<file path="config.mk">
export PLATFORM = sky130hd
export DESIGN_NAME = mul_seq_flat
export DESIGN_NICKNAME = d
export VERILOG_FILES = /design/src/rtl/mul_seq_if.sv /design/src/rtl/mul_seq.sv /design/src/flat_wrapper.sv
export SDC_FILE = /design/constraint.sdc
export NUM_CORES = 1
export LEC_CHECK = 0
export BUFFER_PORTS_ARGS = -buffer_cell sky130_fd_sc_hd__buf_2
export CAP_MARGIN = 10
export CORE_AREA = 5 5 42 44
export DETAILED_ROUTE_END_ITERATION = 10
export DIE_AREA = 0 0 47 49
export SYNTH_ARGS = -nofsm -noshare
export SYNTH_HDL_FRONTEND = slang
export SYNTH_SLANG_ARGS = --single-unit
</file>
<file path="constraint.sdc">
create_clock -name clk -period 2 [get_ports clk]
set_clock_uncertainty 0.2 [all_clocks]
set_input_delay 0.3 -clock clk [delete_from_list [all_inputs] [get_ports clk]]
set_output_delay 0.3 -clock clk [all_outputs]
set_load 0.01 [all_outputs]
</file>
<file path="src/rtl/mul_seq_if.sv">
// Control bundle between the multiply sequencer and the acc datapath.
// slave = sequencer side, master = datapath/host side.
interface mul_seq_if #(
  parameter int WIDTH = 4,
  parameter int CW    = $clog2(WIDTH+1)
) ();
  logic          start;
  logic          abort;
  logic          q0;
  logic          ah_inen;
  logic          ah_reset;
  logic [1:0]    hs;
  logic [1:0]    ls;
  logic          add_en;
  logic          cy_ld;
  logic          cy_clr;
  logic          busy;
  logic          done;
  logic [CW-1:0] iter;

  modport slave (
    input  start, abort, q0,
    output ah_inen, ah_reset, hs, ls, add_en, cy_ld, cy_clr, busy, done, iter
  );

  modport master (
    output start, abort, q0,
    input  ah_inen, ah_reset, hs, ls, add_en, cy_ld, cy_clr, busy, done, iter
  );
endinterface

</file>
<file path="src/rtl/mul_seq.sv">
// Shift-and-add multiply sequencer driving the acc AH/AL shreg pair.
//
// state | meaning
// IDLE  | waiting for start, carry held clear, AH:AL held
// LDA   | multiplier loaded into AH from ah_in
// XFER  | AH copied into AL
// CLRH  | AH and carry cleared, iteration count reset
// TEST  | inspect multiplier LSB (q0)
// ADD   | AH <= AH + M, carry captured
// SHIFT | carry:AH:AL shifted right one place
// DONE  | product valid in AH:AL for one cycle
module mul_seq #(
  parameter int WIDTH = 4,
  parameter int CW    = $clog2(WIDTH+1)
) (
  input  logic     clk,
  input  logic     clr,
  mul_seq_if.slave bus
);

  localparam logic [2:0] S_IDLE  = 3'd0;
  localparam logic [2:0] S_LDA   = 3'd1;
  localparam logic [2:0] S_XFER  = 3'd2;
  localparam logic [2:0] S_CLRH  = 3'd3;
  localparam logic [2:0] S_TEST  = 3'd4;
  localparam logic [2:0] S_ADD   = 3'd5;
  localparam logic [2:0] S_SHIFT = 3'd6;
  localparam logic [2:0] S_DONE  = 3'd7;

  localparam logic [1:0] M_HOLD  = 2'b00;
  localparam logic [1:0] M_SHR   = 2'b01;
  localparam logic [1:0] M_LOAD  = 2'b11;

  localparam logic [CW-1:0] LAST_ITER = CW'(WIDTH-1);

  logic [2:0]    state, state_nxt;
  logic [CW-1:0] iter_q;

  // Next-state decode; abort overrides every transition.
  always_comb begin
    state_nxt = state;
    if (bus.abort) begin
      state_nxt = S_IDLE;
    end else begin
      case (state)
        S_IDLE:  if (bus.start) state_nxt = S_LDA;
        S_LDA:   state_nxt = S_XFER;
        S_XFER:  state_nxt = S_CLRH;
        S_CLRH:  state_nxt = S_TEST;
        S_TEST:  state_nxt = bus.q0 ? S_ADD : S_SHIFT;
        S_ADD:   state_nxt = S_SHIFT;
        S_SHIFT: state_nxt = (iter_q == LAST_ITER) ? S_DONE : S_TEST;
        S_DONE:  state_nxt = S_IDLE;
        default: state_nxt = S_IDLE;
      endcase
    end
  end

  // State register.
  always_ff @(posedge clk or negedge clr) begin
    if (!clr) state <= S_IDLE;
    else      state <= state_nxt;
  end

  // Iteration counter: reloaded in CLRH, so it can never run past WIDTH.
  always_ff @(posedge clk or negedge clr) begin
    if (!clr)                    iter_q <= '0;
    else if (bus.abort)          iter_q <= '0;
    else if (state == S_CLRH)    iter_q <= '0;
    else if (state == S_SHIFT)   iter_q <= iter_q + 1'b1;
  end

  // Moore output decode.
  always_comb begin
    bus.ah_inen  = 1'b0;
    bus.ah_reset = 1'b0;
    bus.hs       = M_HOLD;
    bus.ls       = M_HOLD;
    bus.add_en   = 1'b0;
    bus.cy_ld    = 1'b0;
    bus.cy_clr   = 1'b0;
    bus.done     = 1'b0;
    case (state)
      S_IDLE:  bus.cy_clr = 1'b1;
      S_LDA: begin
        bus.ah_inen = 1'b1;
        bus.hs      = M_LOAD;
      end
      S_XFER:  bus.ls = M_LOAD;
      S_CLRH: begin
        bus.ah_reset = 1'b1;
        bus.cy_clr   = 1'b1;
      end
      S_TEST:  bus.cy_clr = 1'b1;
      S_ADD: begin
        bus.add_en = 1'b1;
        bus.hs     = M_LOAD;
        bus.cy_ld  = 1'b1;
      end
      S_SHIFT: begin
        bus.hs = M_SHR;
        bus.ls = M_SHR;
      end
      S_DONE:  bus.done = 1'b1;
      default: ;
    endcase
  end

  assign bus.busy = (state != S_IDLE);
  assign bus.iter = iter_q;

endmodule
</file>
<file path="src/flat_wrapper.sv">
// flat-port wrapper written by rule: the top's interface ports become plain ports
module mul_seq_flat 
#(
  parameter int WIDTH = 4,
  parameter int CW    = $clog2(WIDTH+1)
)
  (clk, clr, bus_start, bus_abort, bus_q0, bus_ah_inen, bus_ah_reset, bus_hs, bus_ls, bus_add_en, bus_cy_ld, bus_cy_clr, bus_busy, bus_done, bus_iter);
  mul_seq_if #(.WIDTH(WIDTH), .CW(CW)) bus_i ();
  input  logic clk;
  input  logic clr;
  input wire logic [$bits(bus_i.start)-1:0] bus_start;
  input wire logic [$bits(bus_i.abort)-1:0] bus_abort;
  input wire logic [$bits(bus_i.q0)-1:0] bus_q0;
  output wire logic [$bits(bus_i.ah_inen)-1:0] bus_ah_inen;
  output wire logic [$bits(bus_i.ah_reset)-1:0] bus_ah_reset;
  output wire logic [$bits(bus_i.hs)-1:0] bus_hs;
  output wire logic [$bits(bus_i.ls)-1:0] bus_ls;
  output wire logic [$bits(bus_i.add_en)-1:0] bus_add_en;
  output wire logic [$bits(bus_i.cy_ld)-1:0] bus_cy_ld;
  output wire logic [$bits(bus_i.cy_clr)-1:0] bus_cy_clr;
  output wire logic [$bits(bus_i.busy)-1:0] bus_busy;
  output wire logic [$bits(bus_i.done)-1:0] bus_done;
  output wire logic [$bits(bus_i.iter)-1:0] bus_iter;
  assign bus_i.start = bus_start;
  assign bus_i.abort = bus_abort;
  assign bus_i.q0 = bus_q0;
  assign bus_ah_inen = bus_i.ah_inen;
  assign bus_ah_reset = bus_i.ah_reset;
  assign bus_hs = bus_i.hs;
  assign bus_ls = bus_i.ls;
  assign bus_add_en = bus_i.add_en;
  assign bus_cy_ld = bus_i.cy_ld;
  assign bus_cy_clr = bus_i.cy_clr;
  assign bus_busy = bus_i.busy;
  assign bus_done = bus_i.done;
  assign bus_iter = bus_i.iter;
  mul_seq #(.WIDTH(WIDTH), .CW(CW)) u_core (.clk(clk), .clr(clr), .bus(bus_i));
endmodule
</file>
==> results of run 1 <==
==> registers in the layout (all words and copies together) (netlist names) <==
| signal | count |
|---|---|
| u_core.state | 3 |
| u_core.bus.iter | 3 |
==> cell usage in the layout, fill, tap and decap left out <==
cell type | Yosys | final
and2b_2 | 1 | 1
dfrtp_1 | 6 | 6
nand4b_1 | 1 | 1
mux2i_1 | 1 | 1
or3_1 | 1 | 1
a31oi_1 | 3 | 3
o21ai_0 | 3 | 3
nand3_1 | 3 | 3
and4bb_2 | 1 | 1
a21o_2 | 1 | 1
ha_1 | 2 | 2
nor2b_1 | 1 | 1
a21oi_1 | 3 | 3
nor3_1 | 1 | 1
a2111oi_2 | 1 | 1
nor2_1 | 1 | 1
buf_4 | 1 | 2
and2_2 | 1 | 1
o21bai_1 | 1 | 1
nand2_1 | 5 | 5
clkbuf_4 | 0 | 3
dlygate4sd3_1 | 0 | 1
and2_1 | 2 | 2
nand3b_1 | 1 | 1
inv_1 | 3 | 3
and2b_4 | 1 | 1
buf_2 | 0 | 18
==> metal layers <==
layer  global-route usage  share of wire  up-vias
met5                    0              0        -
met3               0.0369          0.062        3
met4               0.0691          0.029        0
met2                0.140           0.45       16
li1                     -              -      210
met1                0.152           0.46      199
==> cell type report <==
type,count,area [um2],area share
multi-input combinational,35,238,0.427
sequential,6,150,0.270
timing repair buffer,21,115,0.207
clock buffer,3,22.5,0.0404
tap,16,20.0,0.0360
inverter,3,11.3,0.0202
==> critical path, cell delays in order, from the launching register on <==
cell     delay (ns)
dfrtp_1        0.53
and2b_2        0.28
a21o_2         0.18
buf_2          0.13
==> cell families (layout without fill, tap and decap cells) <==
group                    count (synthesis)  after routing  synth area share
adder cells (fa/ha/maj)                  2              2            0.0568
flip-flops                               6              6             0.341
AND/OR/NAND/NOR                         20             20             0.278
buffers and inverters                    7             27             0.119
multiplexers                             1              1            0.0227
AO/OA/AOI/OAI                           12             12             0.182
==> what timing repair did <==
action,in CTS,in global routing
hold endpoints to repair,6,0
setup buffers,0,0
hold buffers,1,0
gates resized for setup,0,0
==> how the worst max path moves through the flow <==
| stage | from | endpoint | slack [ns] | cells after the start |
|---|---|---|---|---|
| finish | u_core.state[1] | bus_hs[0] | 0.13 | 3 |
| global route | u_core.state[1] | bus_hs[0] | 0.03 | 3 |
| CTS | u_core.state[1] | bus_hs[0] | 0.12 | 3 |
| detailed placement | u_core.bus.iter[0] | u_core.bus.iter[2] | 0.34 | 5 |
| global placement | u_core.bus.iter[0] | u_core.bus.iter[2] | 0.38 | 5 |
| floorplan | u_core.bus.iter[0] | u_core.bus.iter[2] | 0.38 | 5 |
==> Yosys cell counts (2+ instances only) <==
cell type	n	area (um2)
buf_6	3	33.8
inv_1	3	11.3
o21ai_0	3	15.0
ha_1	2	25.0
and2_1	2	12.5
nand3_1	3	15.0
a31oi_1	3	18.8
nand2_1	5	18.8
a21oi_1	3	15.0
dfrtp_1	6	150
==> metrics by stage <==
step / setup slack (ns) / std cells / total power, uW / utilization
floorplan: 0.376 / 48 / 200 / -
CTS: 0.118 / 84 / 351 / 0.397
global route: 0.0251 / 84 / 367 / 0.397
finish: 0.127 / 84 / 344 / 0.397
detailed placement: 0.345 / 80 / 227 / 0.374
global placement: 0.380 / 80 / 227 / 0.374
==> power groups by stage <==
stage / Sequential, uW / Clock [uW] / Combinational [uW]
floorplan: 134 / 0 / 65.5
global placement: 138 / 0 / 88.8
detailed placement: 139 / 0 / 88.6
CTS: 137 / 124 / 90.2
global route: 139 / 129 / 99.0
finish: 137 / 118 / 88.6
==> run summary, run 1 <==
status - completed
syn_area_per_cell - 9.18 um2
Tcrit/Tclk final - 0.936
Placed Area - 524 um2
H-Tree Depth - 1
critical path required time - 1.50 ns
Die H - 49 um
Hold WS - 0.0957 ns
global-route wire length before repair - 1820 um
CTS Buffer Depth - 2
startpoint types - register
switch share - 0.307
1st-pass router iterations - 4
register area share after synthesis - 0.341
reg2reg setup slack - 0.35 ns
Rows - 14
CTS clk-pin slew, worst paths - 0.05 ns
number of global-route vias before repair - 395
GRT Total Usage - 0.110
clock latency on the worst-skew pair - 0.25 ns
GPL Wtd Cong - 0.724
combinational share of power - 0.258
clock share of power - 0.344
synth warn - 0
share of post-route cells with drive strength above 1 - 0.426
worst r2r dst - u_core.bus.iter[2]
Mapped Area - 440 um2
die width - 47 um
antenna violations before repair - 0
Achievable Freq - 0.534 GHz
Initial Util - 0.314
Worst Hold Launch - bus_abort
largest net degree at the start of global routing - 13
NumNets Final - 77
IO Port Bufs - 18
Boundary Pins - 19
CTS tree - yes
Final setup violation count - 0
Post-synth EDFFs - 0
final hold violation count - 0
Hold Path Class - in2reg
cells after synthesis - 48
sw power - 106 uW
ys flop type - dfrtp_1
Static Leak - 0.000287 uW
via count - 428
Pint - 238 uW
post-route cell area - 557 um2
Final min period - 1.87 ns
PwrDens - 618 nW/um2
VDD IR max - 0.256 mV
setup TNS - 0 ns
post-route DRC violation count - 0
worst-path maximum fanout - 12
WHS Path Cells - 2
Seq pwr share - 0.398
Area Growth Syn to Fin - 26.4%
CTS Buf Count - 3
GRT overflow - 0
Setup CP Type - reg2out
Post-DP HPWL - 753 um
Fillers - 159
Avg Vias per Cell - 5.10
Max-slew headroom - 0.775
initial drt markers - 8
core area - 1400 um2
die area - 2300 um2
measured slew at the worst slew-check pin - 0.337 ns
register bit total from synthesis - 6
Antenna Nets Post-Route - 0
Worst setup EP type - output pin
Min-Delay Endpoint - u_core.state[0]
CTS Sinks - 6
fin. max-slew vios - 0
async set-reset flop share out of synthesis - 1.00
Clock Tree Root - clkbuf_4
Worst Path Arrival - 1.37 ns
wire length per cell - 12.2 um
antenna cells - 0
RSZ-0062 raised after global routing - no
Distinct cells, synth - 25
final WL - 1030 um
max_cap viols - 0
syn nets - 55
worst r2r src - u_core.bus.iter[0]
worst r2r path cells - 5
Note: power is estimated with default switching activity, not from simulation.
==> run 2, diff against run 1 <==
- clock period: 2 -> 2.4 ns (I/O delays scaled with it)
==> run 2 against run 1 <==
Net effect: critical path depth did not move; sequential power fell by 12%; sequential share of layout area rose by 0.75 points; utilization fell by 1.1 points; register-to-register slack improved by 0.41 ns; largest power group unchanged; global-route usage fell by 0.57 points; clock-buffer cell count did not move; final cell count fell by 2.4%; worst hold slack improved by 0.058 ns; worst setup slack improved by 0.30 ns; total power fell by 19%; combinational power fell by 28%.
==> run summary, run 2 (synthesis results as in run 1) <==
status - completed
Max-slew headroom - 0.721
H-Tree Depth - 1
CP Cell Sequence - and2b_4 > a21o_2 > buf_2
Tcrit/Tclk final - 0.821
max_cap viols - 0
Rows - 14
startpoint types - register
share of post-route cells with drive strength above 1 - 0.409
clock latency on the worst-skew pair - 0.25 ns
Final min period - 1.97 ns
antenna violations before repair - 0
Worst setup EP type - output pin
Die H - 49 um
VDD IR max - 0.215 mV
measured slew at the worst slew-check pin - 0.419 ns
worst-path maximum fanout - 14
via count - 419
critical path required time - 1.84 ns
GRT Total Usage - 0.104
GRT overflow - 0
top layer in use - met4
DP Worst Slack - 0.704 ns
CP max stage cell - dfrtp_1
Hold Path Class - in2reg
number of global-route vias before repair - 415
Avg Vias per Cell - 5.11
final WL - 992 um
Static Leak - 0.000276 uW
die width - 47 um
final hold violation count - 0
Antenna Nets Post-Route - 0
Post-DP HPWL - 722 um
Final setup violation count - 0
Critical Path Max Stage Delay - 0.57 ns
Worst Path Arrival - 1.41 ns
initial drt markers - 7
global-route wire length before repair - 1730 um
CTS tree - yes
post-route cell area - 542 um2
Setup CP Type - reg2out
Area Growth Syn to Fin - 23.0%
Achievable Freq - 0.507 GHz
commonest non-fill, non-tap cell in the layout - buf_2
IO Port Bufs - 18
worst setup margin - 0.429 ns
PwrDens - 517 nW/um2
Post-CTS Setup Inserts - 0
die area - 2300 um2
post-route DRC violation count - 0
CTS Sinks - 6
CTS Buffer Depth - 2
GPL Wtd Cong - 0.747
routed length on met2 - 470 um
most frequent cells in the layout - 18 x buf_2, 6 x dfrtp_1, 5 x nand2_1
Placed Area - 509 um2
NumNets Final - 75
CTS clk-pin slew, worst paths - 0.05 ns
setup TNS - 0 ns
met1 wire length - 432 um
metal3 WL - 80 um
wire length per cell - 12.1 um
antenna cells - 0
fin. max-slew vios - 0
Clock Tree Root - clkbuf_4
Boundary Pins - 19
Initial Util - 0.314
CTS Buf Count - 3
1st-pass router iterations - 4
post_cts resized - 0
reg2reg setup slack - 0.76 ns
core area - 1400 um2
RSZ-0062 raised after global routing - no
largest net degree at the start of global routing - 16
run 2: path summary, 6_finish.rpt:
kind	from	depth (start not counted)	to
setup reg to reg	u_core.bus.iter[0]	5	u_core.bus.iter[2]
max in group asynchronous	clr	2	u_core.bus.iter[1]
min in group asynchronous	clr	2	u_core.state[0]
hold / removal	bus_abort	2	u_core.state[0]
hold reg to reg	u_core.bus.iter[2]	2	u_core.bus.iter[2]
setup / recovery	u_core.state[0]	3	bus_hs[0]
run 2: layout make-up:
type | count | area (um2)
inverters | 3 | 11.3
repair buffers | 19 | 100
well taps | 16 | 20.0
multi-input cells | 35 | 238
fillers | 163 | 860
clock buffers | 3 | 22.5
flip-flops and latches | 6 | 150
run 2: worst max-delay path: cells and delay by family, from the launching register on:
family | cells | cell delay, ns
AOI/OAI and AO/OA | 1 | 0.20
buffers and inverters | 1 | 0.13
DFF | 1 | 0.57
and+or+nand+nor | 1 | 0.26
run 2: layer usage:
layer | global-route usage | vias up
met5 | 0 | -
met4 | 0.0276 | 0
met3 | 0.0738 | 2
met2 | 0.158 | 14
met1 | 0.114 | 197
li1 | - | 206
run 2: where the power goes:
part           switching [uW]  internal [uW]
combinational            30.5           32.9
clock                    39.4           56.8
sequential               14.6            106
total                    84.6            195
run 2: timing repair:
item | 4_1_cts | 5_1_grt
setup endpoints to repair | 0 | 0
endpoints found under the hold margin | 6 | 0
hold buffers | 1 | 0
run 2: per-stage QoR:
step / hold slack (ns) / instances / power (uW) / util
final: 0.154 / 82 / 280 / 0.387
after global routing: 0.153 / 82 / 304 / 0.387
after CTS: 0.153 / 82 / 283 / 0.387
after detailed placement: -0.00560 / 78 / 185 / 0.363
after global placement: -0.00935 / 78 / 185 / 0.363
after floorplan: -0.136 / 48 / 166 / -
==> run 3, diff against run 2 <==
- clock period: 2.4 -> 1.92 ns (I/O delays scaled with it)
==> run 3 against run 2 <==
Net effect: sequential power grew 20%; global-route usage grew 0.071 points; largest power group unchanged; sequential share of layout area shrank 0.58 points; final area grew 3.0%; wire length grew 2.6%; critical path depth is the same; highest routed layer is now met3; combinational power grew 45%; clock-buffer cell count is the same; non-clock buffer count grew 2.
==> run summary, run 3 (synthesis results as in run 1) <==
status - completed
Seq pwr share - 0.409
switch share - 0.292
final core occ - 0.398
GRT Total Usage - 0.105
Storage cell area - 151 um2
GRT overflow - 0
H-Tree Depth - 1
IO Port Bufs - 18
Layout Cells excl Fill - 84
Achievable Freq - 0.558 GHz
CTS Sinks - 6
antenna cells - 0
global-route wire length before repair - 1830 um
clock share of power - 0.329
via count - 418
PwrDens - 629 nW/um2
Fillers - 155
multi-input logic area - 238 um2
Final min period - 1.79 ns
Critical Path Max Stage Delay - 0.40 ns
Hold Path Class - in2reg
CTS Buf Count - 3
fin. max-slew vios - 0
Max-slew headroom - 0.760
Initial Util - 0.314
worst-path maximum fanout - 11
measured slew at the worst slew-check pin - 0.356 ns
Worst Path Arrival - 1.30 ns
Worst path top cell family by delay - flip-flops
die width - 47 um
CP max stage cell - dfrtp_1
Final setup violation count - 0
Boundary Pins - 19
Avg Vias per Cell - 4.98
Die H - 49 um
largest net degree at the start of global routing - 13
post-route cell area - 558 um2
final hold violation count - 0
Area Growth Syn to Fin - 26.7%
setup TNS - 0 ns
Pint - 249 uW
Static Leak - 0.000285 uW
max_cap viols - 0
antenna violations before repair - 0
post-route DRC violation count - 0
Clock Tree Root - clkbuf_4
most frequent cells in the layout - 18 x buf_2, 5 x nand2_1, 5 x dfrtp_1
critical path required time - 1.43 ns
VDD IR max - 0.363 mV
commonest non-fill, non-tap cell in the layout - buf_2
core area - 1400 um2
Worst setup EP type - output pin
CP Buf/Inv Count - 2
initial drt markers - 8
NumNets Final - 77
die area - 2300 um2
number of global-route vias before repair - 412
overall power - 351 uW
Rows - 14
combinational share of power - 0.262
Post-CTS Setup Inserts - 0
Tcrit/Tclk final - 0.934
sw power - 103 uW
clock latency on the worst-skew pair - 0.24 ns
final WL - 1020 um
startpoint types - register
CP Cell Sequence - buf_4 > or3_1 > buf_2
CTS Buffer Depth - 2
Post-DP HPWL - 758 um
RSZ-0062 raised after global routing - no
Antenna Nets Post-Route - 0
share of post-route cells with drive strength above 1 - 0.441
Placed Area - 524 um2
Setup CP Type - reg2out
GPL Wtd Cong - 0.719
wire length per cell - 12.1 um
CTS tree - yes
DP Cell Count - 80
1st-pass router iterations - 2
CTS clk-pin slew, worst paths - 0.05 ns
## run 3: cell type report
cell class                      instances  share of cell area
Timing Repair Buffer                   21               0.206
Tap cell                               16              0.0359
Multi-Input combinational cell         35               0.426
Clock buffer                            3              0.0404
Inverter                                3              0.0202
Sequential cell                         6               0.271
## run 3: stage by stage
stage	setup slack (ns)	hold slack, ns
after floorplan	0.296	-0.208
after global placement	0.320	-0.0780
after detailed placement	0.279	-0.0824
after CTS	0.0502	0.0913
after global routing	0.0591	0.0797
final	0.128	0.0945
## run 3: worst register-to-register path: stages, from the launching register on
cell and delay (ns):
dfrtp_1 0.42, ha_1 0.22, ha_1 0.26, and4bb_2 0.23
a31oi_1 0.14, a21oi_1 0.08
## run 3: power groups by stage
stage,Sequential [uW],Combinational [uW],Clock (uW)
finish,144,92.2,115
global route,145,103,129
CTS,143,93.5,118
detailed placement,145,91.9,0
global placement,145,91.6,0
floorplan,140,68.2,0
## run 3: path summary, 6_finish.rpt
path	from	endpoint	slack, ns	cells after the start
worst max-delay path	u_core.state[0]	bus_busy	0.13	3
worst min-delay path	bus_abort	u_core.state[2]	0.09	2
worst max register to register	u_core.bus.iter[0]	u_core.bus.iter[2]	0.26	5
worst min register to register	u_core.state[2]	u_core.state[2]	0.36	2
max in group asynchronous	clr	u_core.state[1]	1.14	2
min in group asynchronous	clr	u_core.state[2]	0.21	2
## run 3: layer usage
| layer | track usage | part of all wire | vias up |
|---|---|---|---|
| li1 | - | - | 210 |
| met1 | 0.141 | 0.45 | 199 |
| met2 | 0.147 | 0.49 | 9 |
| met3 | 0.0627 | 0.057 | 0 |
| met4 | 0.0138 | 0 | 0 |
| met5 | 0 | 0 | - |
## run 3: timing repair
| item | CTS | global route |
|---|---|---|
| endpoints found under the setup margin | 0 | 3 |
| hold buffers | 1 | 0 |
| resized for setup | 0 | 1 |
| endpoints found under the hold margin | 6 | 0 |
